$ cat src/rtl/dmem_arbiter.sv
// ============================================================================
// Module      : dmem_arbiter
// Description : Shares the core's single data-memory port between the CPU
//               datapath and a host/debug port. The CPU owns the port by
//               default. A host request gets one slot when the CPU is idle,
//               or after a bounded wait. Optional stall counter is enabled
//               with `define DMEM_ARB_PERF_EN.
// Revision    : 1.0 - initial release
// ============================================================================
`default_nettype none

module dmem_arbiter #(
  parameter int ADDR_W   = 8,
  parameter int DATA_W   = 8,
  parameter int MAX_WAIT = 4
) (
  input  logic              clk,
  input  logic              rst_n,
  input  logic              cpu_rd,
  input  logic              cpu_wr,
  input  logic [ADDR_W-1:0] cpu_addr,
  input  logic [DATA_W-1:0] cpu_wdata,
  output logic [DATA_W-1:0] cpu_rdata,
  output logic              cpu_stall,
  input  logic              host_req,
  input  logic              host_we,
  input  logic [ADDR_W-1:0] host_addr,
  input  logic [DATA_W-1:0] host_wdata,
  output logic              host_ack,
  output logic [DATA_W-1:0] host_rdata,
  output logic              mem_rd,
  output logic              mem_wr,
  output logic [ADDR_W-1:0] mem_addr,
  output logic [DATA_W-1:0] mem_wdata,
  input  logic [DATA_W-1:0] mem_rdata
`ifdef DMEM_ARB_PERF_EN
  ,
  output logic [15:0]       stall_count
`endif
);

  localparam int c_WAIT_W = (MAX_WAIT > 1) ? $clog2(MAX_WAIT) : 1;
  localparam logic [c_WAIT_W-1:0] c_WAIT_LAST = c_WAIT_W'(MAX_WAIT - 1);

  typedef enum logic [0:0] {
    CPU_OWN  = 1'b0,
    HOST_OWN = 1'b1
  } state_t;

  state_t              r_state;
  state_t              w_state_nxt;
  logic [c_WAIT_W-1:0] r_wait_cnt;
  logic [c_WAIT_W-1:0] w_wait_nxt;
  logic                r_host_ack;
  logic [DATA_W-1:0]   r_host_rdata;
  logic                w_cpu_busy;
  logic                w_req_eff;
  logic                w_host_own;

  assign w_cpu_busy = cpu_rd | cpu_wr;
  // Masking the request during its ack cycle prevents a held request from
  // being serviced twice.
  assign w_req_eff  = host_req & ~r_host_ack;
  assign w_host_own = (r_state == HOST_OWN);

  always_comb begin
    w_state_nxt = r_state;
    w_wait_nxt  = r_wait_cnt;
    case (r_state)
      CPU_OWN: begin
        if (w_req_eff && (!w_cpu_busy || (r_wait_cnt == c_WAIT_LAST))) begin
          w_state_nxt = HOST_OWN;
          w_wait_nxt  = '0;
        end else if (w_req_eff) begin
          if (r_wait_cnt != c_WAIT_LAST) begin
            w_wait_nxt = r_wait_cnt + c_WAIT_W'(1);
          end
        end else begin
          w_wait_nxt = '0;
        end
      end
      HOST_OWN: begin
        w_state_nxt = CPU_OWN;
        w_wait_nxt  = '0;
      end
      default: begin
        w_state_nxt = CPU_OWN;
        w_wait_nxt  = '0;
      end
    endcase
  end

  always_ff @(posedge clk or negedge rst_n) begin
    if (!rst_n) begin
      r_state      <= CPU_OWN;
      r_wait_cnt   <= '0;
      r_host_ack   <= 1'b0;
      r_host_rdata <= '0;
    end else begin
      r_state    <= w_state_nxt;
      r_wait_cnt <= w_wait_nxt;
      r_host_ack <= w_host_own;
      if (w_host_own && !host_we) begin
        r_host_rdata <= mem_rdata;
      end
    end
  end

  // Strobes are gated by rst_n so nothing reaches memory while in reset.
  always_comb begin
    mem_rd    = 1'b0;
    mem_wr    = 1'b0;
    mem_addr  = cpu_addr;
    mem_wdata = cpu_wdata;
    if (w_host_own) begin
      mem_addr  = host_addr;
      mem_wdata = host_wdata;
    end
    if (rst_n) begin
      if (w_host_own) begin
        mem_rd = ~host_we;
        mem_wr = host_we;
      end else begin
        mem_rd = cpu_rd;
        mem_wr = cpu_wr;
      end
    end
  end

  assign cpu_stall  = w_host_own & w_cpu_busy;
  assign cpu_rdata  = mem_rdata;
  assign host_ack   = r_host_ack;
  assign host_rdata = r_host_rdata;

`ifdef DMEM_ARB_PERF_EN
  logic [15:0] r_stall_count;

  always_ff @(posedge clk or negedge rst_n) begin
    if (!rst_n) begin
      r_stall_count <= '0;
    end else if (cpu_stall && (r_stall_count != 16'hFFFF)) begin
      r_stall_count <= r_stall_count + 16'd1;
    end
  end

  assign stall_count = r_stall_count;
`endif

endmodule

`default_nettype wire

$ cat config.mk
export PLATFORM = sky130hd
export DESIGN_NAME = dmem_arbiter
export DESIGN_NICKNAME = d
export VERILOG_FILES = /design/src/rtl/dmem_arbiter.sv
export SDC_FILE = /design/constraint.sdc
export NUM_CORES = 1
export LEC_CHECK = 0
export ABC_AREA = 1
export BUFFER_PORTS_ARGS = -buffer_cell sky130_fd_sc_hd__buf_2
export CELL_PAD_IN_SITES_DETAIL_PLACEMENT = 1
export CELL_PAD_IN_SITES_GLOBAL_PLACEMENT = 2
export CORE_MARGIN = 2
export CORE_UTILIZATION = 15
export CTS_CLUSTER_SIZE = 30
export DETAILED_ROUTE_END_ITERATION = 16
export PLACE_DENSITY_LB_ADDON = 0.3
export SLEW_MARGIN = 20
export SYNTH_ARGS = -nofsm -noshare
export SYNTH_HDL_FRONTEND = slang
export SYNTH_SLANG_ARGS = --single-unit
$ cat constraint.sdc
create_clock -name clk -period 1.3 [get_ports clk]
set_input_delay 0.26 -clock clk [delete_from_list [all_inputs] [get_ports clk]]
set_output_delay 0.26 -clock clk [all_outputs]
set_load 0.05 [all_outputs]
Word-level counts from Yosys, hierarchy flattened. Index checks and enable logic that the tools add are counted.

Output and inout bits: 36. Flip-flop bits (word level): 12. Bits of input ports: 46.

Equal/unequal tests: 3. Multiplexer cells: 12. Reductions and logical operators: 5. Bitwise operators: 6. $add $sub $neg: 1.

Operator list (count): 8-bit two-way mux (2); 2-bit two-way mux (3); 1-bit two-way mux (5); 4-bit != test, second input constant (1); 2-bit case mux with 2 select lines (1); 1-bit inverter (3); 2-bit by 1-bit adder with 2-bit output, second input constant (1); 1-bit bitwise AND (2); 2-bit == test, second input constant (1); 1-bit logical AND (2); 1-bit zero test (2); 2-bit != test, second input constant (1); 1-bit case mux with 2 select lines (1); 1-bit logical OR (1); 1-bit OR (1).

Depth between registers and ports, before layout.
Depth after elaboration: 6. Gate-level depth with buffers: 5.

Worst setup path after synthesis. Ideal clock, no wire load.

Kind: register to output. Start: register r_state. End: output port mem_wr. Data required time: 1.040 ns. Cell stages (with the launch flop): 4. Data arrival time: 1.385 ns. Setup slack: -0.345 ns. Buffers on the path: 1. Cell sequence: dfrtp_1 buf_4 nand2_1 a21oi_1.

Longest elaborated chain between the ends: 2.

RTL lines: start, declared (RTL line 50) `state_t r_state;`; start signal, assigned (RTL line 100) `r_state <= w_state_nxt;`; 1-bit two-way mux (RTL line 120) `if (w_host_own) begin`; 1-bit two-way mux (RTL line 119) `if (rst_n) begin`; end, declared (RTL line 32) `output logic mem_wr,`.

Every way passes these cells.

Worst setup path after layout.
Start: register r_state. End: output port mem_wdata[4].

Longest elaborated chain between the ends: 1.

RTL lines: 8-bit two-way mux (RTL line 115) `if (w_host_own) begin`; end, declared (RTL line 34) `output logic [DATA_W-1:0] mem_wdata,`.

Every way passes these cells.

==> impl_results.md <==
* RSZ-0062 raised after global routing: yes
* Clock transition at path regs at 50 ps
* Final instance area at 0.00167 mm2
* Synth unique cells at 15
* Register area share after synthesis at 38.2%
* Htree depth at 1
* Clk sinks at 12
* Die X-Extent at 76.4 um
* Clock Tree Buf Depth at 2
* Residual DRC at 0
* Initial antenna violation count at 0
* Kind of end point of the critical path: primary output
* Total chip power at 1.81 mW
* Worst R2R Setup Slack at 310 ps
* Fin. max-slew vios at 0
* Initial Utilization at 15.5%
* Max VDD drop at 0.510 mV
* Outcome: finished with violations
* Gr ovfl total at 0
* Post-synth top area cell: dfrtp_1
* CP Launch Point: r_state$_DFF_PN0_
* Routed vias/inst at 3.84
* WHS Path Cells at 3
* Most common cell after layout, fill and taps aside: buf_2
* Synth top area share at 38.2%
* I/O Buffers at 81
* Worst Skew at 0.794 ps
* Post-route ant nets at 0
* Final period utilization at 114%
* Lkg Pwr at 0.914 nW
* CTS tree: done
* Most frequent cells in the layout: 62 x buf_2, 39 x nand2_1, 19 x nand2_2, 13 x buf_8
* Iteration-0 DRC Markers at 17
* Synth area leaders: dfrtp_1 38%, nand2_1 32%, buf_4 9.5%, nand3_1 5.1%, nor2_1 4.8%
* Gpl congestion at 0.698
* Setup_tns at -3050 ps
* Violated checks: negative setup slack
* # fillers at 637
* First-pass iteration count of the detailed router at 4
* Synth-to-Final Area Change at 112%
* I/O pin cnt at 82
* Syn Nets at 168
* Die Height at 76.4 um
* Minimum clock period at 1490 ps
* CORE AREA at 0.00507 mm2
* Hold Crit Class: in -> reg
* TritonCTS Buffers at 3
* Synthesized area at 787 um2
* Drt total wl at 3.14 mm
* CP Max Fanout at 6
* Critical path launch point type: register
* Pwr Density at 1080 mW/mm2
* Kind of critical path: reg -> out
* Global-route wire length before repair at 5.00 mm
* Vias in the first global route at 1099
* Met3 Use GR at 2.96%
* Max frequency at 673 MHz
* M2 GR Usage at 18.8%
* Global Route Usage Sum at 10.6%
* Largest net degree at the start of global routing at 17
* Multi-input gate area at 523 um2
* Register area at 302 um2
* R2R Path End: r_wait_cnt[0]$_DFFE_PN0P_
* Max_cap viols at 0
* #FFs+latches synth at 12
* Die area at 0.00584 mm2
* Met1 Use GR at 11.5%
* # setup viols final at 19
* Clk root buf: clkbuf_8
* DR vias at 1049
* Slew HR at 83.5%
* Final hold violation count at 0
* Dpl cell area at 0.00130 mm2
* Critical path data arrival time at 1230 ps
* Hold Path Sink: host_rdata[0]$_DFFE_PN0P_
* Share of cells above drive strength 1 at 63.5%
* Worst-case reg-to-reg path depth at 4
* Net count, final at 252
* Worst r2r src: r_state$_DFF_PN0_
* DR WL/cell at 11.5 um
* Setup ws final at -186 ps
* DP HPWL at 2.40 mm
* Worst slew pin tran at 246 ps
* Hold_sp: mem_rdata[0]
* Gate Count Post-Synth at 121
* Syn. warnings at 0
* Critical Path RT at 1040 ps
* Mean post-synth cell area at 6.50 um2
* GRT busiest layer: met2
* Rows at 26
* Clk_lat worst skew at 240 ps
* # diodes at 0
## synthesized netlist by cell type
master	count
nand3b_1	1
inv_1	3
ha_1	1
nor2_1	10
a21oi_1	1
o21ai_0	1
nand2_2	1
o21bai_1	1
nand2_1	68
buf_4	10
buf_2	1
inv_2	2
dfrtp_1	12
nand3_1	8
buf_6	1
## power by group
part / switching [mW] / internal [mW]
sequential: 0.0367 / 0.445
clock: 0.125 / 0.203
combinational: 0.675 / 0.324
## area by class of cell
class                      count  share of cell area [%]
tap                           70                    5.25
clock buffer                   3                    2.47
timing repair buffer          91                    41.5
sequential                    12                    18.1
multi-input combinational     92                    31.3
inverter                       5                    1.42
## metal layers
| layer | up-vias | part of all wire [%] | routed length [um] |
|---|---|---|---|
| met4 | 0 | 2.8 | 87 |
| met5 | - | 0 | 0 |
| met2 | 31 | 55 | 1710 |
| met3 | 8 | 5.4 | 170 |
| li1 | 529 | - | - |
| met1 | 481 | 37 | 1170 |
## through the flow
stage	instances	setup WS [ps]	util (%)	hold WS, ps
3_3_place_gp	268	-40.9	25.7	211
4_1_cts	272	-186	30.0	259
3_5_place_dp	268	-51.6	25.7	208
2_1_floorplan	121	-49.7	-	-35.6
6_report	273	-186	32.9	264
5_1_grt	273	-239	32.9	268
## registers in the layout (all words and copies together) (netlist names)
signal,flops
r_state,1
r_wait_cnt,2
host_rdata,8
host_ack,1
## what timing repair did
action	in CTS	in global routing
setup buffers	0	0
hold buffers	1	0
endpoints found under the hold margin	12	0
setup endpoints to repair	19	19
resized for setup	54	35
gates cloned	0	1
pin swaps	2	9
## worst max-delay path: stages, from the launching register on
cell and delay [ps]:
dfrtp_2 440, clkinv_4 110, clkbuf_16 180, nand2_4 50
nand2_2 60, buf_8 150
## logic make-up (layout without fill, tap and decap cells)
group / Yosys count / in the layout / share of synthesized area (%)
and+or+nand+nor: 88 / 88 / 44.0
buffers and inverters: 17 / 99 / 14.0
DFF: 12 / 12 / 38.2
AOI/OAI and AO/OA: 3 / 3 / 2.22
adders and majority gates: 1 / 1 / 1.59
## worst max-delay path by stage
stage,depth (start not counted),slack (ps),endpoint
2_1_floorplan,3,-50,mem_wr
4_1_cts,5,-190,mem_addr[7]
3_5_place_dp,4,-50,mem_addr[4]
3_3_place_gp,4,-40,mem_wdata[0]
5_1_grt,4,-240,mem_wdata[3]
6_report,5,-190,mem_wdata[4]
Power figures use the tool's default switching activity.
